File: src/rtl/mire_pkg.sv
// mire_pkg: shared definitions for the mire (grid test pattern) writer.
//   - mire_state_t : bus FSM states (idle, writing, one-cycle gap)
//   - MIRE_WHITE / MIRE_BLACK : pixel colours, top byte always zero
package mire_pkg;

  typedef enum logic [1:0] {
    MIRE_IDLE  = 2'd0,
    MIRE_WRITE = 2'd1,
    MIRE_GAP   = 2'd2
  } mire_state_t;

  localparam logic [31:0] MIRE_WHITE = 32'h00FF_FFFF;
  localparam logic [31:0] MIRE_BLACK = 32'h0000_0000;

endpackage

File: src/rtl/wshb_if.sv
// wshb_if: 32-bit Wishbone bus bundle.
//   clk, rst : bus clock/reset (carried for slaves; the mire writer uses its own)
//   master modport drives cyc/stb/we/adr/dat_ms/sel/cti/bte,
//   samples ack/err/rty/dat_sm. Slave modport is the mirror image.
interface wshb_if (
  input logic clk,
  input logic rst
);

  logic        cyc;
  logic        stb;
  logic        we;
  logic [31:0] adr;
  logic [31:0] dat_ms;
  logic [31:0] dat_sm;
  logic [3:0]  sel;
  logic [2:0]  cti;
  logic [1:0]  bte;
  logic        ack;
  logic        err;
  logic        rty;

  modport master (
    input  clk, rst, ack, err, rty, dat_sm,
    output cyc, stb, we, adr, dat_ms, sel, cti, bte
  );

  modport slave (
    input  clk, rst, cyc, stb, we, adr, dat_ms, sel, cti, bte,
    output ack, err, rty, dat_sm
  );

endinterface

File: src/rtl/mire_raster_cnt.sv
// mire_raster_cnt: raster position and byte-address counter.
//   clk, rst_n : clock, asynchronous active-low reset
//   advance    : step to the next pixel in raster order
//   x, y       : current pixel coordinates
//   adr        : BASE_ADDR + 4*(y*HDISP + x), kept as a running pointer
//   last       : current pixel is the final one of the frame
// HDISP and VDISP must both be at least 2.
module mire_raster_cnt #(
  parameter int          HDISP     = 800,
  parameter int          VDISP     = 480,
  parameter logic [31:0] BASE_ADDR = 32'h0000_0000,
  parameter int          XW        = $clog2(HDISP),
  parameter int          YW        = $clog2(VDISP)
) (
  input  logic          clk,
  input  logic          rst_n,
  input  logic          advance,
  output logic [XW-1:0] x,
  output logic [YW-1:0] y,
  output logic [31:0]   adr,
  output logic          last
);

  logic x_end;

  assign x_end = (x == XW'(HDISP - 1));
  assign last  = x_end && (y == YW'(VDISP - 1));

  // The address walks linearly with the raster, so a +4 step replaces
  // the y*HDISP multiply; only the frame wrap reloads the base.
  always_ff @(posedge clk or negedge rst_n) begin
    if (!rst_n) begin
      x   <= '0;
      y   <= '0;
      adr <= BASE_ADDR;
    end else if (advance) begin
      if (last) begin
        x   <= '0;
        y   <= '0;
        adr <= BASE_ADDR;
      end else if (x_end) begin
        x   <= '0;
        y   <= y + YW'(1);
        adr <= adr + 32'd4;
      end else begin
        x   <= x + XW'(1);
        adr <= adr + 32'd4;
      end
    end
  end

endmodule

File: src/rtl/wshb_mire_writer.sv
// wshb_mire_writer: Wishbone classic master painting a grid test pattern
// into the framebuffer in bounded bursts.
//   clk        : system clock
//   rst_n      : asynchronous active-low reset
//   enable     : run while high; when low, finish the pending write and idle
//   frame_done : one-cycle pulse after the last pixel of a frame is acked
//   wshb_ifm   : Wishbone master port (ignores dat_sm and the bus clk/rst)
// cyc is released for one cycle after BURST_LEN terminations so the
// arbiter can serve other masters.
module wshb_mire_writer
  import mire_pkg::*;
#(
  parameter int          HDISP     = 800,
  parameter int          VDISP     = 480,
  parameter logic [31:0] BASE_ADDR = 32'h0000_0000,
  parameter int          BURST_LEN = 64,
  parameter int          GRID      = 16
) (
  input  logic     clk,
  input  logic     rst_n,
  input  logic     enable,
  output logic     frame_done,
  wshb_if.master   wshb_ifm
);

  localparam int XW = $clog2(HDISP);
  localparam int YW = $clog2(VDISP);
  localparam int BW = $clog2(BURST_LEN + 1);

  mire_state_t   state;
  mire_state_t   state_nxt;
  logic [BW-1:0] burst_cnt;
  logic          stb;
  logic          term;
  logic          accept;
  logic          burst_last;
  logic [XW-1:0] x;
  logic [YW-1:0] y;
  logic [XW-1:0] x_nxt;
  logic [YW-1:0] y_nxt;
  logic [31:0]   adr;
  logic [31:0]   dat;
  logic          last;

  // A pixel sits on the grid when either coordinate is a multiple of GRID;
  // GRID is a power of two so a mask test is enough.
  function automatic logic [31:0] pixel_colour(input logic [XW-1:0] px,
                                               input logic [YW-1:0] py);
    logic on_grid;
    on_grid = ((px & XW'(GRID - 1)) == '0) || ((py & YW'(GRID - 1)) == '0);
    return on_grid ? MIRE_WHITE : MIRE_BLACK;
  endfunction

  assign stb        = (state == MIRE_WRITE);
  assign term       = stb && (wshb_ifm.ack || wshb_ifm.err || wshb_ifm.rty);
  assign accept     = stb && wshb_ifm.ack;
  assign burst_last = (burst_cnt == BW'(BURST_LEN - 1));

  mire_raster_cnt #(
    .HDISP     (HDISP),
    .VDISP     (VDISP),
    .BASE_ADDR (BASE_ADDR)
  ) u_raster (
    .clk     (clk),
    .rst_n   (rst_n),
    .advance (accept),
    .x       (x),
    .y       (y),
    .adr     (adr),
    .last    (last)
  );

  always_comb begin
    state_nxt = state;
    case (state)
      MIRE_IDLE:  if (enable) state_nxt = MIRE_WRITE;
      MIRE_WRITE: if (term && (burst_last || !enable)) state_nxt = MIRE_GAP;
      MIRE_GAP:   state_nxt = enable ? MIRE_WRITE : MIRE_IDLE;
      default:    state_nxt = MIRE_IDLE;
    endcase
  end

  always_ff @(posedge clk or negedge rst_n) begin
    if (!rst_n) state <= MIRE_IDLE;
    else        state <= state_nxt;
  end

  // err/rty also count, so a misbehaving slave cannot stretch the tenure.
  always_ff @(posedge clk or negedge rst_n) begin
    if (!rst_n) begin
      burst_cnt <= '0;
    end else if (term) begin
      burst_cnt <= (state_nxt == MIRE_GAP) ? '0 : burst_cnt + BW'(1);
    end
  end

  // Coordinates of the pixel that follows the current one, used to
  // register its colour alongside the address step.
  always_comb begin
    x_nxt = x + XW'(1);
    y_nxt = y;
    if (x == XW'(HDISP - 1)) begin
      x_nxt = '0;
      y_nxt = last ? '0 : y + YW'(1);
    end
  end

  always_ff @(posedge clk or negedge rst_n) begin
    if (!rst_n) begin
      dat        <= MIRE_WHITE;
      frame_done <= 1'b0;
    end else begin
      frame_done <= accept && last;
      if (accept) dat <= pixel_colour(x_nxt, y_nxt);
    end
  end

  assign wshb_ifm.cyc    = stb;
  assign wshb_ifm.stb    = stb;
  assign wshb_ifm.we     = 1'b1;
  assign wshb_ifm.adr    = adr;
  assign wshb_ifm.dat_ms = dat;
  assign wshb_ifm.sel    = 4'hF;
  assign wshb_ifm.cti    = 3'b000;
  assign wshb_ifm.bte    = 2'b00;

endmodule

File: src/flat_wrapper.sv
// flat-port wrapper written by rule: the top's interface ports become plain ports
module wshb_mire_writer_flat import mire_pkg::*;
#(
  parameter int          HDISP     = 800,
  parameter int          VDISP     = 480,
  parameter logic [31:0] BASE_ADDR = 32'h0000_0000,
  parameter int          BURST_LEN = 64,
  parameter int          GRID      = 16
)
  (clk, rst_n, enable, frame_done, rst, wshb_ifm_ack, wshb_ifm_err, wshb_ifm_rty, wshb_ifm_dat_sm, wshb_ifm_cyc, wshb_ifm_stb, wshb_ifm_we, wshb_ifm_adr, wshb_ifm_dat_ms, wshb_ifm_sel, wshb_ifm_cti, wshb_ifm_bte);
  wshb_if wshb_ifm_i (.clk(clk), .rst(rst));
  input  logic clk;
  input  logic rst_n;
  input  logic enable;
  output logic frame_done;
  input wire logic rst;
  input wire logic [$bits(wshb_ifm_i.ack)-1:0] wshb_ifm_ack;
  input wire logic [$bits(wshb_ifm_i.err)-1:0] wshb_ifm_err;
  input wire logic [$bits(wshb_ifm_i.rty)-1:0] wshb_ifm_rty;
  input wire logic [$bits(wshb_ifm_i.dat_sm)-1:0] wshb_ifm_dat_sm;
  output wire logic [$bits(wshb_ifm_i.cyc)-1:0] wshb_ifm_cyc;
  output wire logic [$bits(wshb_ifm_i.stb)-1:0] wshb_ifm_stb;
  output wire logic [$bits(wshb_ifm_i.we)-1:0] wshb_ifm_we;
  output wire logic [$bits(wshb_ifm_i.adr)-1:0] wshb_ifm_adr;
  output wire logic [$bits(wshb_ifm_i.dat_ms)-1:0] wshb_ifm_dat_ms;
  output wire logic [$bits(wshb_ifm_i.sel)-1:0] wshb_ifm_sel;
  output wire logic [$bits(wshb_ifm_i.cti)-1:0] wshb_ifm_cti;
  output wire logic [$bits(wshb_ifm_i.bte)-1:0] wshb_ifm_bte;
  assign wshb_ifm_i.ack = wshb_ifm_ack;
  assign wshb_ifm_i.err = wshb_ifm_err;
  assign wshb_ifm_i.rty = wshb_ifm_rty;
  assign wshb_ifm_i.dat_sm = wshb_ifm_dat_sm;
  assign wshb_ifm_cyc = wshb_ifm_i.cyc;
  assign wshb_ifm_stb = wshb_ifm_i.stb;
  assign wshb_ifm_we = wshb_ifm_i.we;
  assign wshb_ifm_adr = wshb_ifm_i.adr;
  assign wshb_ifm_dat_ms = wshb_ifm_i.dat_ms;
  assign wshb_ifm_sel = wshb_ifm_i.sel;
  assign wshb_ifm_cti = wshb_ifm_i.cti;
  assign wshb_ifm_bte = wshb_ifm_i.bte;
  wshb_mire_writer #(.HDISP(HDISP), .VDISP(VDISP), .BASE_ADDR(BASE_ADDR), .BURST_LEN(BURST_LEN), .GRID(GRID)) u_core (.clk(clk), .rst_n(rst_n), .enable(enable), .frame_done(frame_done), .wshb_ifm(wshb_ifm_i));
endmodule
File: config.mk
export PLATFORM = sky130hd
export DESIGN_NAME = wshb_mire_writer_flat
export DESIGN_NICKNAME = d
export VERILOG_FILES = /design/src/rtl/mire_pkg.sv /design/src/rtl/wshb_if.sv /design/src/rtl/mire_raster_cnt.sv /design/src/rtl/wshb_mire_writer.sv /design/src/flat_wrapper.sv
export SDC_FILE = /design/constraint.sdc
export NUM_CORES = 1
export LEC_CHECK = 0
export BUFFER_PORTS_ARGS = -buffer_cell sky130_fd_sc_hd__buf_2
export CORE_ASPECT_RATIO = 1.5
export CORE_UTILIZATION = 54
export CTS_BUF_LIST = sky130_fd_sc_hd__clkbuf_16
export DETAILED_ROUTE_END_ITERATION = 10
export HOLD_SLACK_MARGIN = 0.15
export PLACE_DENSITY = 0.85
export SETUP_SLACK_MARGIN = 0.3
export SLEW_MARGIN = 30
export SYNTH_ARGS = -nofsm -noshare
export SYNTH_HDL_FRONTEND = slang
export SYNTH_HIERARCHICAL = 1
export SYNTH_SLANG_ARGS = --single-unit
File: constraint.sdc
create_clock -name clk -period 3.8 [get_ports clk]
set_input_delay 0 -clock clk [delete_from_list [all_inputs] [get_ports clk]]
set_output_delay 0 -clock clk [all_outputs]
set_load 0.01 [all_outputs]
Word level (Yosys, flattened, before mapping)
Index checks and enable logic that the tools add are counted.

cells by class
  eq/ne operators = 6
  multiplexer cells = 13
  reductions and logical operators = 15
  $add $sub $neg = 4

operator list
  operator                                                                number
  32-bit by 3-bit adder with 32-bit output (second input constant)        1
  32-bit two-way mux                                                      1
  24-bit two-way mux                                                      1
  10-bit two-way mux                                                      2
  9-bit two-way mux                                                       2
  10-bit by 1-bit adder with 10-bit output (second input constant)        1
  10-bit equality test (second input constant)                            1
  10-bit logical NOT                                                      1
  9-bit by 1-bit adder with 9-bit output (second input constant)          1
  9-bit equality test (second input constant)                             1
  9-bit logical NOT                                                       1
  4-bit two-way mux                                                       2
  7-bit by 1-bit adder with 7-bit output (second input constant)          1
  7-bit by 6-bit equality test with 1-bit output (second input constant)  1
  7-bit two-way mux                                                       1
  2-bit one-hot mux with 3 select lines                                   1
  1-bit logical AND                                                       5
  2-bit equality test (second input constant)                             2
  1-bit logical OR                                                        4
  2-bit two-way mux                                                       2
  2-bit by 1-bit equality test with 1-bit output (second input constant)  1
  2-bit logical NOT                                                       1
  2-bit AND reduction                                                     1
  2-bit nonzero test                                                      1
  other kinds (2)                                                         2

storage, ports and cells
  register bits after elaboration = 93
  output and inout bits = 77
  logic and storage cells = 45

Longest topological paths before layout
  word-level depth = 8
  depth in mapped cells = 10

Cells and area by module
Netlist, hierarchy kept.

by module, submodules not included
  module            area an instance (um^2)  sequential area each (um^2)  instances  cells each
  mire_raster_cnt   2494.9                   1226.2                       1          249
  wshb_mire_writer  900.9                    276.5                        1          97

Worst setup path after synthesis
OpenSTA, ideal clock, no wires.

  path type = register to register
  from = register u_core.state[1]
  to = register u_core.u_raster.adr[26]
  library setup time = 77 ps
  path slack = 1768 ps
  stages on the path, launching flop included = 11
  data required time = 3723 ps
  arrival time = 1954 ps
  path through = dfrtp_1 > and2b_2 > nand2_1 > inv_1 > buf_6 > and3_1 > and4bb_1 > buf_6 > nand3_4 > or3_1 > a21oi_1

between the ends
  longest elaborated chain between the ends = 2

RTL lines
  element                                         RTL line                text
  start: declaration                              wshb_mire_writer.sv:30  mire_state_t state;
  start signal: assignment                        wshb_mire_writer.sv:85  else state <= state_nxt;
  2-bit by 1-bit equality test with 1-bit output  wshb_mire_writer.sv:54  assign stb = (state == MIRE_WRITE);
  via wshb_ifm_cyc                                flat_wrapper.sv:21      output wire logic [$bits(wshb_ifm_i.cyc)-1:0] wshb_ifm_cyc;
  1-bit logical AND                               wshb_mire_writer.sv:56  assign accept = stb && wshb_ifm.ack;
  via u_core.accept                               wshb_mire_writer.sv:35  logic accept;
  end signal: assignment                          mire_raster_cnt.sv:44   adr <= adr + 32'd4;
  end signal: assignment                          mire_raster_cnt.sv:47   adr <= adr + 32'd4;
  end: declaration                                mire_raster_cnt.sv:20   output logic [31:0] adr,

The timed path passes the listed nets, and every way through them passes these cells.
A chain may end at the register's enable or synchronous reset.

Worst setup path in the final report
  from = register u_core.state[1]
  to = register u_core.u_raster.adr[26]

between the ends
  longest elaborated chain between the ends = 2

RTL lines
  element                                         RTL line
  2-bit by 1-bit equality test with 1-bit output  wshb_mire_writer.sv:54
  1-bit logical AND                               wshb_mire_writer.sv:56
  via u_core.accept                               wshb_mire_writer.sv:35

The timed path passes the listed nets, and every way through them passes these cells.

==> reports/results.txt <==
outcome: finished clean
CP peak stage delay: 0.48 ns
clk buf depth: 2
Yosys top cell area share: 43.5%
Crit. End Element: flop
share of layout cells above drive strength 1: 23.9%
Reg power frac: 41.5%
cells on worst reg2reg path: 8
ANT cells: 0
filler instances: 469
power share of the clock group: 33.3%
Comb pwr share: 25.1%
RSZ-0062 raised after global routing: false
latest clock arrival within the worst-skew pair: 0.32 ns
DR DRC count: 0
hold wc startpoint: wshb_ifm_err
clk sinks: 60
die height: 99.1 um
Max Transition Viols Final: 0
sw power: 0.683 mW
critical-path maximum fanout: 17
Root Driver: clkbuf_16
EDFF count, synth: 0
commonest non-fill, non-tap cells in the layout: 62 x buf_2, 59 x dfrtp_1, 40 x nor2_1
crit-path cells: and2b_2 -> nand2_1 -> inv_1 -> and3_1 -> and4bb_1 -> nand3_4 -> or3_1 -> a21oi_1
first-pass GRT wire length: 10400 um
most common cell after layout, fill and taps aside: buf_2
Synth Area per Inst: 9.81 sq um
vias in the first global route: 2413
initial antenna violation count: 0
dominant synthesized flop cell: dfrtp_1
post-synth top area cell: dfrtp_1
delay-heaviest family, CP: simple AND/OR/NAND/NOR gates
via/cell ratio: 5.35
die width: 66.7 um
drt initial violations: 121
initial core utilization: 55.8%
setup violators final: 0
DRT Wirelength: 6380 um
Tot GR Track Use: 20.6%
Tmin final: 2.58 ns
WP depth: 8
Setup Skew: 0.00558 ns
Slew @ Worst Pin: 0.731 ns
Layout area overhead: 12.6%
Final HPWL DP: 4400 um
internal power: 1.38 mW
Power Dens Cells: 540 nW/um^2
Rel. slew slack: 51.2%
CP endpoint: u_core/u_raster/adr[26]
synthesized area: 3400 sq um
GR Overflow Total: 0
yosys warns: 6
RR Endpoint: u_core/u_raster/adr[26]
TritonCTS clock tree: yes
Yosys cell types: 56
Slowest-stage cell, CP: and4bb_1
number of detailed-route iterations in the first pass: 4
Fin. Hold Viols: 0
postcts setup bufs: 0
sequential-to-total area share from yosys stat: 44.3%
Buffers on Ports: 62
setup total negative slack: 0 ns
die area: 6620 sq um
Area contributors post-synth: dfrtp_1 43%, buf_4 9.7%, xor2_1 6.2%, nor2_1 4.4%, nand3_1 3.4%
asr flop ratio synth: 100%
R2R Setup Slk: 1.22 ns
Max VDD drop: 391 uV
core area: 6090 sq um
DR vias: 2523
Crit Reg-Reg Startpoint: u_core/state[1]
total power draw: 2.06 mW
io pins: 116
Worst setup startpoint: u_core/state[1]
CTS Buf Count: 9
Setup Crit Path Kind: flop to flop
row count: 35
CP Data Arrival Time: 2.82 ns
Critical path buffers and inverters: 1
Final period util: 67.9%
worst hold path class: input port to flop
#FFs+latches synth: 60
Max-Cap Viols: 0
Leak: 1.94 nW
WP data required: 4.04 ns
Cells after Synth: 346
clock transition at the registers of the reported paths: 0.05 ns
final net count: 436
WL/cell: 13.5 um
H-tree depth: 3
GP Congestion: 0.797
post-route antenna net violation count: 0
Critical Path Start Type: flop
f_max: 0.388 GHz
largest net degree at the start of global routing: 61
Sw Share: 33.1%
## area by class of cell
type                            count  area [sq um]  area share [%]
Multi-Input combinational cell    246          1560            40.8
Clock buffer                        9           225            5.89
Inverter                            6          22.5           0.589
Sequential cell                    60          1500            39.3
Tap cell                           74          92.6            2.42
Clock inverter                      7          35.0           0.917
Timing Repair Buffer               70           385            10.1
## metal layers
layer | global-route usage (%) | routed length [um]
met5 | 0 | 0
met3 | 4.70 | 268
met2 | 37.5 | 3490
met4 | 10.1 | 95
met1 | 21.4 | 2530
## worst reg2reg max path: cells and delay by family (launching register included)
family                 cells  cell delay (ns)
AO/OA/AOI/OAI              1             0.16
flip-flops                 1             0.37
buffers and inverters      1             0.35
AND/OR/NAND/NOR            6             1.63
## how the worst min path moves through the flow
stage,cells past startpoint,slack [ns],endpoint
2_1_floorplan,0,-0.30,u_core/burst_cnt[0]
3_3_place_gp,2,0.19,u_core/u_raster/adr[14]
3_5_place_dp,2,0.20,u_core/u_raster/adr[16]
4_1_cts,4,0.17,u_core/state[0]
5_1_grt,4,0.19,u_core/state[0]
6_report,4,0.17,u_core/state[0]
## cell families after synthesis
kind of cell | synth area share, %
adder cells (fa/ha/maj) | 1.47
multiplexers | 1.18
other | 0.332
AO/OA/AOI/OAI | 6.74
AND/OR/NAND/NOR | 24.8
buffers and inverters | 11.7
XOR/XNOR | 9.54
flip-flops | 44.3
## cell usage after synthesis (3+ instances only)
library cell	number
a21o_1	3
a21oi_1	3
and2_1	3
and3_1	7
buf_2	3
buf_4	44
conb_1	3
dfrtp_1	59
ha_1	4
inv_1	6
mux2i_1	4
nand2_1	28
nand3_1	23
nand4_1	14
nor2_1	40
nor3_1	7
o21ai_0	14
xnor2_1	13
xor2_1	24
## power groups by stage
stage	clock network, mW	registers [mW]	logic, mW
6_report	0.688	0.857	0.518
5_1_grt	0.734	0.877	0.565
4_1_cts	0.706	0.855	0.525
3_5_place_dp	0	0.863	0.514
3_3_place_gp	0	0.858	0.498
2_1_floorplan	0	0.865	0.473
## registers in the layout, summed over array words and instances (netlist names)
signal                  count
u_core/u_raster/adr        30
u_core/u_raster/x          10
u_core/u_raster/y           9
u_core/burst_cnt            7
u_core/state                2
u_core/frame_done           1
u_core/wshb_ifm.dat_ms      1
## stage by stage
stage | util (%) | setup WS (ns) | instance area [sq um] | hold WS [ns] | instances
CTS | 62.8 | 1.21 | 3820 | 0.167 | 472
finish | 62.8 | 1.22 | 3820 | 0.169 | 472
floorplan | - | 1.77 | 3460 | -0.296 | 363
detailed placement | 57.5 | 1.22 | 3500 | 0.198 | 450
global placement | 57.5 | 1.26 | 3500 | 0.192 | 450
global route | 62.8 | 0.981 | 3820 | 0.191 | 472
## what timing repair did
item	4_1_cts	5_1_grt
hold endpoints to repair	68	0
resized for setup	0	0
hold buffers	6	0
No activity file was read; power rests on OpenSTA's default activity.
